===== src/rtl/digit_serial_pkg.sv =====
// Shared definitions for the digit-serial adder: digit width, controller
// states and the helpers that derive digit count and counter width.
package digit_serial_pkg;

    // Width of one digit processed by the ripple-carry slice per cycle.
    localparam int DIGIT_W = 3;

    // Controller states: waiting for operands, stepping digits, holding result.
    typedef enum logic [1:0] {
        IDLE = 2'd0,
        RUN  = 2'd1,
        DONE = 2'd2
    } state_t;

    // Number of digits in a WIDTH-bit operand. Returns 0 for widths that
    // cannot be split into whole digits; the top refuses to elaborate then.
    function automatic int ndig(input int width);
        if (width <= 0 || (width % DIGIT_W) != 0) begin
            return 0;
        end
        return width / DIGIT_W;
    endfunction

    // Digit counter width: enough to hold NDIG-1, never narrower than 1 bit.
    function automatic int cnt_width(input int n);
        if (n > 1) begin
            return $clog2(n);
        end
        return 1;
    endfunction

endpackage


===== src/rtl/digit_serial_adder_if.sv =====
// Operand request / result response bundle for the digit-serial adder.
// The adder sits on the slave side; its user drives the master side.
interface digit_serial_adder_if #(
    parameter int WIDTH = 12
);

    logic             in_valid;
    logic             in_ready;
    logic [WIDTH-1:0] in_a;
    logic [WIDTH-1:0] in_b;
    logic             in_cin;
    logic             out_valid;
    logic             out_ready;
    logic [WIDTH-1:0] out_sum;
    logic             out_cout;

    modport master (
        output in_valid,
        output in_a,
        output in_b,
        output in_cin,
        output out_ready,
        input  in_ready,
        input  out_valid,
        input  out_sum,
        input  out_cout
    );

    modport slave (
        input  in_valid,
        input  in_a,
        input  in_b,
        input  in_cin,
        input  out_ready,
        output in_ready,
        output out_valid,
        output out_sum,
        output out_cout
    );

endinterface


===== src/rtl/digit_serial_adder_add3_slice.sv =====
// Combinational 3-bit ripple-carry slice: {cout, sum} = a + b + cin.
module add3_slice
    import digit_serial_pkg::*;
(
    input  logic [DIGIT_W-1:0] a,
    input  logic [DIGIT_W-1:0] b,
    input  logic               cin,
    output logic [DIGIT_W-1:0] sum,
    output logic               cout
);

    logic ripple;

    // Ripple the carry through the digit one full adder at a time.
    always_comb begin
        ripple = cin;
        sum    = '0;
        for (int i = 0; i < DIGIT_W; i++) begin
            sum[i] = a[i] ^ b[i] ^ ripple;
            ripple = (a[i] & b[i]) | (ripple & (a[i] ^ b[i]));
        end
        cout = ripple;
    end

endmodule


===== src/rtl/digit_serial_adder.sv =====
// Multi-cycle WIDTH-bit adder that reuses a single 3-bit slice, one digit
// per cycle, LSB digit first, with the carry held in a flop between digits.
module digit_serial_adder
    import digit_serial_pkg::*;
#(
    parameter int WIDTH = 12
) (
    input  logic                clk,
    input  logic                rst_n,
    digit_serial_adder_if.slave bus
);

    localparam int NDIG  = ndig(WIDTH);
    localparam int CNT_W = cnt_width(NDIG);

    // Refuse widths that do not split into whole digits.
    generate
        if (NDIG == 0) begin : g_bad_width
            $error("digit_serial_adder: WIDTH must be a positive multiple of 3");
        end
    endgenerate

    state_t             state_reg,  state_next;
    logic [WIDTH-1:0]   a_sh_reg,   a_sh_next;
    logic [WIDTH-1:0]   b_sh_reg,   b_sh_next;
    logic [WIDTH-1:0]   result_reg, result_next;
    logic               carry_reg,  carry_next;
    logic [CNT_W-1:0]   cnt_reg,    cnt_next;

    logic [DIGIT_W-1:0] slice_sum;
    logic               slice_cout;
    logic               last_digit;
    logic               in_ready_int;
    logic               out_valid_int;

    // The one shared slice always looks at the low digit of the operand
    // shift registers and the carry left over from the previous digit.
    add3_slice u_slice (
        .a    (a_sh_reg[DIGIT_W-1:0]),
        .b    (b_sh_reg[DIGIT_W-1:0]),
        .cin  (carry_reg),
        .sum  (slice_sum),
        .cout (slice_cout)
    );

    assign last_digit = (cnt_reg == CNT_W'(NDIG - 1));

    // Controller state register.
    always_ff @(posedge clk or negedge rst_n) begin
        if (!rst_n) begin
            state_reg <= IDLE;
        end else begin
            state_reg <= state_next;
        end
    end

    // Next-state decode and handshake outputs; the ready/valid flags depend
    // only on the registered state so neither handshake loops back combinationally.
    always_comb begin
        state_next    = state_reg;
        in_ready_int  = 1'b0;
        out_valid_int = 1'b0;
        case (state_reg)
            IDLE: begin
                in_ready_int = 1'b1;
                if (bus.in_valid) begin
                    state_next = RUN;
                end
            end
            RUN: begin
                if (last_digit) begin
                    state_next = DONE;
                end
            end
            DONE: begin
                out_valid_int = 1'b1;
                if (bus.out_ready) begin
                    state_next = IDLE;
                end
            end
            default: begin
                state_next = IDLE;
            end
        endcase
    end

    // Datapath next values: capture on accept, one digit step per RUN cycle,
    // everything frozen in DONE so the result is stable under backpressure.
    always_comb begin
        a_sh_next   = a_sh_reg;
        b_sh_next   = b_sh_reg;
        result_next = result_reg;
        carry_next  = carry_reg;
        cnt_next    = cnt_reg;
        case (state_reg)
            IDLE: begin
                if (bus.in_valid) begin
                    a_sh_next   = bus.in_a;
                    b_sh_next   = bus.in_b;
                    carry_next  = bus.in_cin;
                    result_next = '0;
                    cnt_next    = '0;
                end
            end
            RUN: begin
                a_sh_next   = a_sh_reg >> DIGIT_W;
                b_sh_next   = b_sh_reg >> DIGIT_W;
                // New digit enters at the top; after NDIG steps the first
                // digit has walked down to bit 0.
                result_next = (result_reg >> DIGIT_W)
                            | (WIDTH'(slice_sum) << (WIDTH - DIGIT_W));
                carry_next  = slice_cout;
                // Hold at the last index rather than wrapping; accept clears it.
                if (!last_digit) begin
                    cnt_next = cnt_reg + CNT_W'(1);
                end
            end
            default: begin
            end
        endcase
    end

    // Datapath registers.
    always_ff @(posedge clk or negedge rst_n) begin
        if (!rst_n) begin
            a_sh_reg   <= '0;
            b_sh_reg   <= '0;
            result_reg <= '0;
            carry_reg  <= 1'b0;
            cnt_reg    <= '0;
        end else begin
            a_sh_reg   <= a_sh_next;
            b_sh_reg   <= b_sh_next;
            result_reg <= result_next;
            carry_reg  <= carry_next;
            cnt_reg    <= cnt_next;
        end
    end

    assign bus.in_ready  = in_ready_int;
    assign bus.out_valid = out_valid_int;
    assign bus.out_sum   = result_reg;
    assign bus.out_cout  = carry_reg;

endmodule


===== src/flat_wrapper.sv =====
// flat-port wrapper written by rule: the top's interface ports become plain ports
module digit_serial_adder_flat import digit_serial_pkg::*;
#(
    parameter int WIDTH = 12
)
  (clk, rst_n, bus_in_valid, bus_in_a, bus_in_b, bus_in_cin, bus_out_ready, bus_in_ready, bus_out_valid, bus_out_sum, bus_out_cout);
  digit_serial_adder_if #(.WIDTH(WIDTH)) bus_i ();
  input  logic clk;
  input  logic rst_n;
  input wire logic [$bits(bus_i.in_valid)-1:0] bus_in_valid;
  input wire logic [$bits(bus_i.in_a)-1:0] bus_in_a;
  input wire logic [$bits(bus_i.in_b)-1:0] bus_in_b;
  input wire logic [$bits(bus_i.in_cin)-1:0] bus_in_cin;
  input wire logic [$bits(bus_i.out_ready)-1:0] bus_out_ready;
  output wire logic [$bits(bus_i.in_ready)-1:0] bus_in_ready;
  output wire logic [$bits(bus_i.out_valid)-1:0] bus_out_valid;
  output wire logic [$bits(bus_i.out_sum)-1:0] bus_out_sum;
  output wire logic [$bits(bus_i.out_cout)-1:0] bus_out_cout;
  assign bus_i.in_valid = bus_in_valid;
  assign bus_i.in_a = bus_in_a;
  assign bus_i.in_b = bus_in_b;
  assign bus_i.in_cin = bus_in_cin;
  assign bus_i.out_ready = bus_out_ready;
  assign bus_in_ready = bus_i.in_ready;
  assign bus_out_valid = bus_i.out_valid;
  assign bus_out_sum = bus_i.out_sum;
  assign bus_out_cout = bus_i.out_cout;
  digit_serial_adder #(.WIDTH(WIDTH)) u_core (.clk(clk), .rst_n(rst_n), .bus(bus_i));
endmodule

===== config.mk =====
export PLATFORM = sky130hd
export DESIGN_NAME = digit_serial_adder_flat
export DESIGN_NICKNAME = d
export VERILOG_FILES = /design/src/rtl/digit_serial_pkg.sv /design/src/rtl/digit_serial_adder_if.sv /design/src/rtl/digit_serial_adder_add3_slice.sv /design/src/rtl/digit_serial_adder.sv /design/src/flat_wrapper.sv
export SDC_FILE = /design/constraint.sdc
export NUM_CORES = 1
export LEC_CHECK = 0
export BUFFER_PORTS_ARGS = -buffer_cell sky130_fd_sc_hd__buf_2
export CORE_AREA = 4 4 69 71
export CTS_CLUSTER_DIAMETER = 120
export DETAILED_ROUTE_END_ITERATION = 16
export DIE_AREA = 0 0 73 75
export PLACE_DENSITY = 0.79
export SLEW_MARGIN = 20
export SYNTH_ARGS = -nofsm -noshare
export SYNTH_HDL_FRONTEND = slang
export SYNTH_SLANG_ARGS = --single-unit

===== constraint.sdc =====
create_clock -name clk -period 3.75 [get_ports clk]
set_clock_uncertainty 0.2 [all_clocks]
set_input_delay 0.1875 -clock clk [delete_from_list [all_inputs] [get_ports clk]]
set_output_delay 0.1875 -clock clk [all_outputs]
set_load 0.05 [all_outputs]

=== After elaboration in Yosys (flattened, before gate mapping) ===
Cells that the tools add are included.

* Word-level logic and storage cells: 52
* Register bits: 41

* Reduce and logical (&&, ||, !) cells: 5
* Eq/ne operators: 7
* Add/subtract/negate cells: 1
* Bitwise operators: 16
* Mux-type cells: 17

{| class="wikitable"
|+ Operator list
! operator !! count
|-
| $pmux 12 s2 || 3
|-
| $mux 12 || 3
|-
| $or 9x12->12 || 1
|-
| $mux 2 || 5
|-
| $and 1x1->1 || 6
|-
| $ne 2x2->1 const B || 3
|-
| $pmux 2 s3 || 1
|-
| $reduce_and 3->1 || 2
|-
| $xor 1x1->1 || 6
|-
| $eq 2x2->1 const B || 2
|-
| $pmux 2 s2 || 1
|-
| $mux 1 || 3
|-
| $or 1x1->1 || 3
|-
| $add 2x1->2 const B || 1
|-
| $eq 2x1->1 const B || 1
|-
| $logic_not 2->1 || 1
|-
| $ne 2x1->1 const B || 1
|-
| $pmux 1 s2 || 1
|-
| $reduce_and 2->1 || 1
|-
| $reduce_bool 2->1 || 1
|}

=== Depth between registers and ports, before layout ===
Gate-level depths: netlist (run 1).

* Depth after elaboration: 8
* Depth in mapped cells: 5
* Gate-level depth less buffers: 5

=== By module ===
Synthesis (run 1) repeated with hierarchy kept, for this count alone.

* Cells, all modules: 165
* Area total of the unflattened synthesis: 1878.1 um^2

{| class="wikitable"
|+ Modules (own cells, without submodules)
! module !! sequential area each (um^2) !! cells each !! times used !! area each (um^2)
|-
| digit_serial_adder || 1026.0 || 152 || 1 || 1780.5
|-
| add3_slice || 0.0 || 13 || 1 || 97.6
|}

=== Worst setup path before layout (run 1) ===
Ideal clock, no wire load.

* Path type: register to register
* Start: register u_core.carry_reg (netlist: u_core.bus.out_cout)
* End: register u_core.result_reg[11] (netlist: u_core.bus.out_sum[11])
* Required time: 3467 ps
* Path buffers: 0
* Stages on the path, launching flop included: 6
* Arrival time: 2028 ps
* Clock period less this slack: 2310 ps
* Slack: 1440 ps
* Library setup time: 83 ps
* Path through: dfrtp_1 > fa_1 > fa_1 > inv_1 > fa_1 > o21ai_0

* Cells in the longest elaborated chain, start to end: 7

{| class="wikitable"
|+ Ends and longest elaborated chain
! item !! RTL line !! text
|-
| from (decl) || digit_serial_adder.sv:27 || <nowiki>logic carry_reg, carry_next;</nowiki>
|-
| from (signal assigned) || digit_serial_adder.sv:135 || <nowiki>carry_reg <= carry_next;</nowiki>
|-
| $and 1x1->1 || digit_serial_adder_add3_slice.sv:20 || <nowiki>ripple = (a[i] & b[i]) | (ripple & (a[i] ^ b[i]));</nowiki>
|-
| $or 1x1->1 || digit_serial_adder_add3_slice.sv:20 ||
|-
| $and 1x1->1 || digit_serial_adder_add3_slice.sv:20 ||
|-
| $or 1x1->1 || digit_serial_adder_add3_slice.sv:20 ||
|-
| $xor 1x1->1 || digit_serial_adder_add3_slice.sv:19 || <nowiki>sum[i] = a[i] ^ b[i] ^ ripple;</nowiki>
|-
| $or 9x12->12 || digit_serial_adder.sv:111 || <nowiki>| (WIDTH'(slice_sum) << (WIDTH - DIGIT_W));</nowiki>
|-
| $pmux 12 s2 || digit_serial_adder.sv:95 || <nowiki>case (state_reg)</nowiki>
|-
| to (signal assigned) || digit_serial_adder.sv:134 || <nowiki>result_reg <= result_next;</nowiki>
|-
| to (decl) || digit_serial_adder.sv:26 || <nowiki>logic [WIDTH-1:0] result_reg, result_next;</nowiki>
|}

Every way passes these cells.
A chain may end at the register's enable or synchronous reset.

=== Worst setup path after layout (run 1) ===
Same ends and word-level chain as after synthesis.

==> results.md, run 1 <==
- Clock Path Buffers: 2
- Synth Area in Adders: 0.03655
- Final Max Tran Viols: 0
- Largest family of logic cells by synthesized area: compound AO/OA/AOI/OAI gates
- Area Growth Syn to Fin: 25.71%
- Initial antenna violation count: 0
- Final instance area: between 0.002 and 0.0025 mm^2
- Slew headroom: 0.4080
- Share of layout cells above drive strength 1: 0.3203
- # fillers: approximately 360
- Sequential share of power: 0.361
- Wire length on met1: 1941 um
- Met2 wire length: ~2200 um
- DR WL/cell: around 16 um
- GP Congestion: roughly 0.76
- Mapped Cells: around 180
- CTS tree: done
- Worst Tran Pin Value: slightly below 0.9 ns
- Antenna diode count: 0
- CP Launch Point: u_core.bus.out_cout$_DFFE_PN0P_
- Element type at the critical path start: flop
- Multi-input logic area: approximately 850 um^2
- CP Max Fanout: 4
- Final setup fails: 0
- Max Fclk: 452.9 MHz
- Crit share post-route: 0.5888
- Synth unique cells: 30
- Starting Density: 0.4690
- # IOs: 44
- Nets: around 260
- Most used cell, CP: fa_1
- Uppermost routed layer: met4
- Mapped Avg Cell Area: between 10 and 15 um^2
- Combinational power share: 0.460
- Post-synthesis compound-gate area fraction: 0.2338
- Post-Synth Simple-Gate Area: 0.1449
- Routed vias: 1585
- Num CTS Buffers: 5
- Pin count of the biggest net entering global routing: 42
- Die area: ~0.0055 mm^2
- Clock sink count: between 40 and 50
- Synth Cell Area: approximately 0.002 mm^2
- Global-route wire length before repair: ~7300 um
- Critical path required time: around 3.8 ns
- Seq. cell area: 0.001026 mm^2
- CP delay by family, top: adder cells
- FF+latch count, synth: 41
- Slowest cell on crit path: fa_1
- Mux cell area share after synthesis: 0.01071
- PwrDens: 947.0 mW/mm^2
- Critical path class: flop to flop
- Sequential area share after synthesis: 0.5167
- Internal power: ~0.0013 W
- Core box area: ~0.0042 mm^2
- Final hold violation count: 0
- GR Overflow Total: 0
- Final Total Pwr: 0.002364 W
- Sw Ratio: 0.4395
- Hold_sp: bus_in_b[1]
- Post-CTS Hold Buffers: 18
- Clock power frac: 0.179
- Max-cap viol count: 0
- Total track usage: 0.1762
- Root Buffer: clkbuf_8
- TritonRoute pass-1 iters: 4
- Die height: 75 um
- H-tree Lvls: 2
- RSZ-0062 raised after global routing: false
- HP Class: input port to flop
- PortBufs: 43
- Net Count, Synth: ~210
- Post-synthesis xor/xnor area fraction: 0
- Detail Route Antenna Nets: 0
- Ys flop type: dfrtp_1
- Pleak: between 1 and 1.5 nW
- Initial drt markers: just over 90
- Worst r2r src: u_core.bus.out_cout$_DFFE_PN0P_
- Vias in the first global route: 1591
- # Post-CTS Setup Buffers: 0
- Peak supply drop: between 300 and 400 uV
- Cell row count: 24
- Worst-path cell chain: fa_1, fa_1, inv_1, fa_1, o21ai_0
- Sw power: about 0.0010 W
- Slowest cell delay on critical path: 0.45 ns
- Clk_lat worst skew: ~0.3 ns
- # DRC: 0
- DR WL met3: approximately 280 um
- Reg clk slew, reported paths: about 0.080 ns
- Syn. warnings: 0
- Placed inst area: approximately 0.0022 mm^2
- Outcome: complete, no violations
- Number of synthesized flops with an enable pin: 0
- DRT Wirelength: between 4000 and 5000 um
- Cts repair resizes: 0
- Worst setup EP type: flop
- Average via count per standard cell: 5.601
- Ys async rst share: 1.000
- DP Wirelength: just under 3000 um
- CP arrival: ~2.2 ns
- Die width: 73 um
- Period minus WS final: between 2 and 2.5 ns
- Setup TNS Final: 0 ns
- Crit path buf inv count: 1
-- area by class of cell --
| class | instances | area share |
|---|---|---|
| sequential | 41 | 0.4110 |
| multi-input combinational | 114 | 0.3388 |
| timing repair buffer | 62 | 0.1614 |
| clock buffer | 5 | 0.02757 |
| clock inverter | 3 | 0.02607 |
| tap | 52 | 0.02607 |
| inverter | 6 | 0.009023 |
-- worst min-delay path: stages --
cell	delay [ns]
buf_2	0.09
o32ai_2	0.08
nor2_1	0.10
-- through the flow --
| stage | hold WS [ns] | setup slack (ns) | utilization | cells |
|---|---|---|---|---|
| global placement | 0.1612 | 1.631 | 0.5154 | 257 |
| detailed placement | 0.1658 | 1.540 | 0.5154 | 257 |
| finish | 0.003640 | 1.542 | 0.5895 | 283 |
| floorplan | -0.3081 | 1.440 | - | 175 |
| CTS | 0.001792 | 1.523 | 0.5895 | 283 |
| global route | 0.01882 | 1.371 | 0.5895 | 283 |
-- cell usage after synthesis (2+ instances only) --
cell type,n,area share
dfrtp_1,41,0.52
nor2_1,16,0.030
o22ai_1,16,0.050
a22o_1,14,0.062
o21ai_0,13,0.033
nor3_2,12,0.060
nand2_1,8,0.015
buf_2,7,0.018
o32ai_1,7,0.031
nor3_1,6,0.015
inv_1,5,0.0095
o32ai_2,4,0.033
buf_4,3,0.011
fa_1,3,0.030
clkbuf_1,2,0.0038
nand2b_1,2,0.0063
nand3b_1,2,0.0076
o221a_2,2,0.011
-- routing by layer --
metal,track usage,vias up
li1,-,761
met1,0.2247,771
met2,0.2850,51
met3,0.04272,2
met4,0.07992,0
met5,0,-
-- cells in the final DEF, fill, tap and decap left out, types with 5 or more instances in the layout --
cell type / n
buf_2: 43
dfrtp_1: 41
dlygate4sd3_1: 18
nor2_1: 16
o22ai_1: 16
a22o_1: 14
o21ai_0: 13
nor3_2: 12
nand2_1: 8
o32ai_1: 7
nor3_1: 6
inv_1: 5
clkbuf_8: 5
-- final timing paths --
check / to / slack (ns) / cells after the start
min: u_core.b_sh_reg[1]$_DFFE_PN0P_ / 0.004 / 3
min reg2reg: u_core.bus.out_sum[2]$_DFFE_PN0P_ / 0.30 / 1
max: u_core.bus.out_sum[11]$_DFFE_PN0P_ / 1.54 / 5
max reg2reg: u_core.bus.out_sum[11]$_DFFE_PN0P_ / 1.54 / 5
max in group asynchronous: u_core.bus.out_sum[7]$_DFFE_PN0P_ / 2.45 / 2
min in group asynchronous: u_core.bus.out_cout$_DFFE_PN0P_ / 0.34 / 2
-- logic make-up (layout without fill, tap and decap cells) --
kind of cell | count (synthesis) | count (layout)
simple gates | 49 | 49
flops | 41 | 41
mux | 2 | 2
buf+inv | 20 | 76
compound gates | 59 | 59
fa+ha+maj | 4 | 4
-- power groups by stage --
| stage | registers (W) | clock network, W | logic (W) |
|---|---|---|---|
| after floorplan | 0.000999 | 0 | 0.000723 |
| after detailed placement | 0.000858 | 0 | 0.00108 |
| after CTS | 0.000851 | 0.000430 | 0.00110 |
| final | 0.000854 | 0.000423 | 0.00109 |
| after global placement | 0.000851 | 0 | 0.00104 |
| after global routing | 0.000885 | 0.000445 | 0.00120 |
Note: power is estimated with default switching activity, not from simulation.
==> run 2: changes to the inputs <==
Clock period 3.75 ns to 2.05 ns, I/O delays scaled along.
==> run 2 against run 1 <==
Largest cell class unchanged; register-to-register slack worse by 1.5 ns; final cell count is 6.0% higher; critical path type unchanged; count of clock-buffer cells in the layout is 2 higher; fmax is 8.2% higher; flip-flop and latch count stayed put; hold slack better by 0.033 ns; critical endpoint unchanged; sequential power is 78% higher; clock power is 38% higher; via count is 6.8% higher; combinational power is 100% higher.
==> results.md, run 2 (synthesis gave the netlist of run 1 again) <==
- Outcome: complete, no violations (unchanged)
- TritonRoute pass-1 iters: 4 (unchanged)
- PortBufs: 43 (unchanged)
- Slowest cell on crit path: dfrtp_1 (was fa_1)
- Final Max Tran Viols: 0 (unchanged)
- Max-cap viol count: 0 (unchanged)
- Worst setup EP type: flop (unchanged)
- Nets: 280 (was 263)
- Final hold violation count: 0 (unchanged)
- Crit share post-route: 0.9956 (was 0.5888)
- Die width: 73 um (unchanged)
- # IOs: 44 (unchanged)
- Critical path required time: 2.07 ns (was 3.76 ns)
- Worst-path cell chain: fa_2, fa_2, inv_2, fa_1, o21ai_1 (was fa_1, fa_1, inv_1, fa_1, o21ai_0)
- GR Overflow Total: 0 (unchanged)
- Starting Density: 0.4690 (unchanged)
- Pleak: 1.198 nW (was 1.133 nW)
- Clock Path Buffers: 2 (unchanged)
- Most used cell, CP: fa_2 (was fa_1)
- DP Wirelength: 3111 um (was 2903 um)
- GP Congestion: 0.7442 (was 0.7590)
- R2R depth: 5 (unchanged)
- RSZ-0062 raised after global routing: true (was false)
- Initial drt markers: 97 (was 93)
- Sw power: 0.001947 W (was 0.001039 W)
- Slew headroom: 0.6191 (was 0.4080)
- CP Max Fanout: 2 (was 4)
- Total track usage: 0.1932 (was 0.1762)
- CTS tree: done (unchanged)
- Reg2Reg Setup Slack: 0.009 ns (was 1.54 ns)
- Pin count of the biggest net entering global routing: 25 (was 42)
- Period minus WS final: 2.041 ns (was 2.208 ns)
- Global-route wire length before repair: 7997 um (was 7320 um)
- Hold worst-path end: u_core.state_reg[0]$_DFFE_PN0P_ (was u_core.b_sh_reg[1]$_DFFE_PN0P_)
- Cell row count: 24 (unchanged)
- Area Growth Syn to Fin: 32.45% (was 25.71%)
- Clock power frac: 0.135 (was 0.179)
- Worst hold path depth: 3 (unchanged)
- Placed cells: 265 (was 257)
- H-tree Lvls: 2 (unchanged)
- Internal power: 0.002361 W (was 0.001325 W)
- Sequential share of power: 0.353 (was 0.361)
- DR WL/cell: 16.03 um (was 15.54 um)
- Die height: 75 um (unchanged)
- Vias in the first global route: 1656 (was 1591)
- Clock sink count: 41 (unchanged)
- Final setup fails: 0 (unchanged)
- Antenna diode count: 0 (unchanged)
- HP Class: input port to flop (unchanged)
- Sw Ratio: 0.4520 (was 0.4395)
- Final Total Pwr: 0.004308 W (was 0.002364 W)
- Critical path class: flop to flop (unchanged)
- Peak supply drop: 670.0 uV (was 362.5 uV)
- Die area: 0.005475 mm^2 (unchanged)
- Core box area: 0.004234 mm^2 (unchanged)
- Hold_sp: bus_in_valid (was bus_in_b[1])
- Final hold slack: 0.03647 ns (was 0.003640 ns)
- Layout Cells excl Fill: 300 (was 283)
- Initial antenna violation count: 0 (unchanged)
- Max Fclk: 490.0 MHz (was 452.9 MHz)
- Reg clk slew, reported paths: 0.08 ns (about the same)
- Routed vias: 1693 (was 1585)
- Average via count per standard cell: 5.643 (was 5.601)
- DRT Wirelength: 4808 um (was 4397 um)
- Clk_lat worst skew: 0.30 ns (about the same)
- Fin util: 0.6212 (was 0.5895)
- Num CTS Buffers: 5 (unchanged)
- CP arrival: 2.06 ns (was 2.22 ns)
- Element type at the critical path start: flop (unchanged)
- R2R Path End: u_core.bus.out_sum[11]$_DFFE_PN0P_ (unchanged)
- Combinational power share: 0.511 (was 0.460)
- Root Buffer: clkbuf_8 (unchanged)
- CP Launch Point: u_core.a_sh_reg[0]$_DFFE_PN0P_ (was u_core.bus.out_cout$_DFFE_PN0P_)
- Commonest non-fill, non-tap cell in the layout: buf_2 (unchanged)
- Detail Route Antenna Nets: 0 (unchanged)
- Most frequent cells in the layout: buf_2, dfrtp_1, dlygate4sd3_1, nor2_1, o22ai_1 (unchanged)
- # DRC: 0 (unchanged)
- Worst Tran Pin Value: 0.5710 ns (was 0.8880 ns)
- Crit path buf inv count: 1 (unchanged)
- CP delay by family, top: adder cells (unchanged)
- Worst r2r src: u_core.a_sh_reg[0]$_DFFE_PN0P_ (was u_core.bus.out_cout$_DFFE_PN0P_)
- Share of layout cells above drive strength 1: 0.3508 (was 0.3203)
- Setup TNS Final: 0 ns (unchanged)
- PwrDens: 1638 mW/mm^2 (was 947.0 mW/mm^2)
- Slowest cell delay on critical path: 0.41 ns (was 0.45 ns)
==> run 2: power groups by stage <==
stage	combinational [W]	sequential (W)	clock [W]
after floorplan	0.00133	0.00183	0
after global placement	0.00205	0.00152	0
after detailed placement	0.00215	0.00154	0
after CTS	0.00221	0.00152	0.000587
after global routing	0.00239	0.00158	0.000624
final	0.00220	0.00152	0.000583
==> run 2: stage by stage <==
| stage | instance area [um^2] | worst slack, ns |
|---|---|---|
| after floorplan | 1992 | 0.005728 |
| after global placement | 2261 | 0.07901 |
| after detailed placement | 2261 | 0.005392 |
| after CTS | 2630 | 0.0004456 |
| after global routing | 2630 | -0.02177 |
| final | 2630 | 0.009078 |
==> run 2: worst max path at each step <==
stage | end | slack [ns] | cells past startpoint
2_1_floorplan | u_core.bus.out_sum[11]$_DFFE_PN0P_ | 0.006 | 5
3_3_place_gp | u_core.bus.out_sum[11]$_DFFE_PN0P_ | 0.08 | 5
3_5_place_dp | u_core.bus.out_sum[11]$_DFFE_PN0P_ | 0.005 | 5
4_1_cts | u_core.bus.out_sum[11]$_DFFE_PN0P_ | 0.0004 | 5
5_1_grt | u_core.bus.out_sum[11]$_DFFE_PN0P_ | -0.02 | 5
6_report | u_core.bus.out_sum[11]$_DFFE_PN0P_ | 0.009 | 5
==> run 2: worst register-to-register path: cells and delay by family, from the launching register on <==
kind | cells | cell delay, ns
fa+ha+maj | 3 | 1.15
buf+inv | 1 | 0.06
flops | 1 | 0.41
compound gates | 1 | 0.14
==> run 2: cell type report <==
cell class / instances / area (um^2)
repair buffers: 79 / 563.0
fillers: 320 / 1604
well taps: 52 / 65.06
multi-input cells: 114 / 850.8
clock inverters: 1 / 5.005
flip-flops and latches: 41 / 1027
clock buffers: 7 / 96.34
inverters: 6 / 22.52
==> run 2: layer usage <==
metal,global-route usage,wire length [um],up-vias
met1,0.2416,2050,839
li1,-,-,795
met2,0.3118,2373,54
met3,0.06142,322,5
met5,0,0,-
met4,0.07787,61,0
==> run 2: timing repair <==
item                       CTS  global route
pin swaps                    0             1
setup buffers                1             0
gates resized for setup      0             1
setup endpoints to repair    1             1
hold buffers                26             0
hold endpoints to repair    66             0
==> run 3: changes to the inputs <==
--- a/constraint.sdc
+++ b/constraint.sdc
@@ -3,3 +3,3 @@
 set_input_delay 0.1025 -clock clk [delete_from_list [all_inputs] [get_ports clk]]
 set_output_delay 0.1025 -clock clk [all_outputs]
-set_load 0.05 [all_outputs]
+set_load 0.02 [all_outputs]
==> run 3 against run 2 <==
Hold slack is essentially flat; flip-flop and latch count is the same; fmax grew 1.6%; setup slack gained 0.032 ns.
==> results.md, run 3 (synthesis gave the netlist of run 1 again) <==
- TritonRoute pass-1 iters: 4 (unchanged)
- Detail Route Antenna Nets: 0 (unchanged)
- Routed vias: 1676 (was 1693)
- Max-cap viol count: 0 (unchanged)
- Root Buffer: clkbuf_8 (unchanged)
- Peak supply drop: 693.7 uV (was 670.0 uV)
- Average via count per standard cell: 5.513 (was 5.643)
- DRT Wirelength: 4612 um (was 4808 um)
- Worst r2r src: u_core.bus.out_cout$_DFFE_PN0P_ (was u_core.a_sh_reg[0]$_DFFE_PN0P_)
- Nets: 284 (was 280)
- Final setup fails: 0 (unchanged)
- Global-route wire length before repair: 7948 um (was 7997 um)
- PwrDens: 1511 mW/mm^2 (was 1638 mW/mm^2)
- Final hold violation count: 0 (unchanged)
- Reg2Reg Setup Slack: 0.04 ns (was 0.009 ns)
- Setup crit end: u_core.bus.out_sum[11]$_DFFE_PN0P_ (unchanged)
- GR Overflow Total: 0 (unchanged)
- CP Launch Point: u_core.bus.out_cout$_DFFE_PN0P_ (was u_core.a_sh_reg[0]$_DFFE_PN0P_)
- Die area: 0.005475 mm^2 (unchanged)
- Most frequent cells in the layout: buf_2, dfrtp_1, dlygate4sd3_1, nor2_1, o22ai_1 (unchanged)
- Share of layout cells above drive strength 1: 0.3532 (was 0.3508)
- Clock sink count: 41 (unchanged)
- PortBufs: 43 (unchanged)
- DP Wirelength: 3120 um (was 3111 um)
- Pleak: 1.207 nW (was 1.198 nW)
- H-tree Lvls: 2 (unchanged)
- Internal power: 0.002369 W (was 0.002361 W)
- Period minus WS final: 2.009 ns (was 2.041 ns)
- CP Max Fanout: 2 (unchanged)
- Cell row count: 24 (unchanged)
- Worst Tran Pin Value: 0.5792 ns (was 0.5710 ns)
- Num CTS Buffers: 5 (unchanged)
- CTS tree: done (unchanged)
- Area Growth Syn to Fin: 33.40% (was 32.45%)
- Core box area: 0.004234 mm^2 (unchanged)
- Hold_sp: bus_in_valid (unchanged)
- CP arrival: 2.03 ns (was 2.06 ns)
- Combinational power share: 0.489 (was 0.511)
- Total track usage: 0.1885 (was 0.1932)
- R2R depth: 5 (unchanged)
- Pin count of the biggest net entering global routing: 26 (was 25)
- Critical path class: flop to flop (unchanged)
- Final instance area: 0.002649 mm^2 (was 0.002630 mm^2)
- Placed cells: 269 (was 265)
- HP Class: input port to flop (unchanged)
- Die height: 75 um (unchanged)
- Initial drt markers: 119 (was 97)
- Placed inst area: 0.002288 mm^2 (was 0.002261 mm^2)
- Die width: 73 um (unchanged)
- Layout Cells excl Fill: 304 (was 300)
- Initial antenna violation count: 0 (unchanged)
- RSZ-0062 raised after global routing: true (unchanged)
- Clock power frac: 0.136 (was 0.135)
- Worst setup EP type: flop (unchanged)
- Vias in the first global route: 1710 (was 1656)
- DR WL/cell: 15.17 um (was 16.03 um)
- Worst hold path depth: 3 (unchanged)
- # IOs: 44 (unchanged)
- Reg clk slew, reported paths: 0.08 ns (about the same)
- Sw Ratio: 0.4081 (was 0.4520)
- Max Fclk: 497.7 MHz (was 490.0 MHz)
- Critical path required time: 2.07 ns (about the same)
- Clk_lat worst skew: 0.29 ns (was 0.30 ns)
- Sw power: 0.001633 W (was 0.001947 W)
- R2R Path End: u_core.bus.out_sum[11]$_DFFE_PN0P_ (unchanged)
- Setup TNS Final: 0 ns (unchanged)
- Starting Density: 0.4690 (unchanged)
- GP Congestion: 0.7822 (was 0.7442)
- Outcome: complete, no violations (unchanged)
- Crit share post-route: 0.9801 (was 0.9956)
- Slew headroom: 0.6136 (was 0.6191)
- Antenna diode count: 0 (unchanged)
- Fin util: 0.6256 (was 0.6212)
- Final Max Tran Viols: 0 (unchanged)
- Sequential share of power: 0.375 (was 0.353)
- # DRC: 0 (unchanged)
- Commonest non-fill, non-tap cell in the layout: buf_2 (unchanged)
- Element type at the critical path start: flop (unchanged)
- Clock Path Buffers: 2 (unchanged)
[run 3: cell count changes in the layout (fill, tap and decap cells not counted), sizes merged]
cell / change
clkbuf: +1
clkinv: -1
buf: +4
[run 3: how the worst min path moves through the flow]
| stage | end |
|---|---|
| after global routing | u_core.state_reg[0]$_DFFE_PN0P_ |
| after global placement | u_core.bus.out_sum[6]$_DFFE_PN0P_ |
| after floorplan | u_core.a_sh_reg[0]$_DFFE_PN0P_ |
| after CTS | u_core.state_reg[0]$_DFFE_PN0P_ |
| after detailed placement | u_core.bus.out_sum[6]$_DFFE_PN0P_ |
| final | u_core.state_reg[0]$_DFFE_PN0P_ |
[run 3: critical path, cell delays in order, from the launching register on]
cell     delay (ns)
dfrtp_2        0.43
fa_2           0.39
fa_2           0.34
inv_2          0.06
fa_1           0.40
o21ai_1        0.12
[run 3: area by class of cell]
type | count | area, um^2
Clock buffer | 8 | 90.09
Fill cell | 352 | 1585
Inverter | 6 | 22.52
Multi-Input combinational cell | 114 | 850.8
Sequential cell | 41 | 1027
Tap cell | 52 | 65.06
Timing Repair Buffer | 83 | 593.1
[run 3: metal layers]
layer / global-route usage / share of wire / vias up
met5: 0 / 0 / -
met4: 0.05943 / 0.016 / 0
met3: 0.04139 / 0.056 / 9
met2: 0.3098 / 0.48 / 46
met1: 0.2494 / 0.45 / 812
li1: - / - / 809
[run 3: repair_timing]
action | CTS | global route
buffers inserted | 1 | 0
gates resized for setup | 1 | 2
hold buffers | 26 | 0
endpoints found under the setup margin | 1 | 1
pin swaps | 0 | 3
gates cloned | 0 | 0
hold endpoints to repair | 66 | 0
[run 3: per-stage QoR]
step	power [W]	hold WS, ns	setup slack (ns)
5_1_grt	0.004335	0.07388	-0.03635
6_report	0.004003	0.03659	0.04088
3_5_place_dp	0.003420	-0.1307	-0.007931
4_1_cts	0.004012	0.04313	0.0004943
2_1_floorplan	0.002869	-0.3931	0.02273
3_3_place_gp	0.003318	-0.1381	0.02162
[run 3: power groups by stage]
| stage | Clock, W | Combinational (W) | Sequential [W] |
|---|---|---|---|
| finish | 0.000544 | 0.00196 | 0.00150 |
| global route | 0.000599 | 0.00218 | 0.00156 |
| CTS | 0.000549 | 0.00196 | 0.00150 |
| detailed placement | 0 | 0.00191 | 0.00151 |
| global placement | 0 | 0.00182 | 0.00150 |
| floorplan | 0 | 0.00129 | 0.00158 |
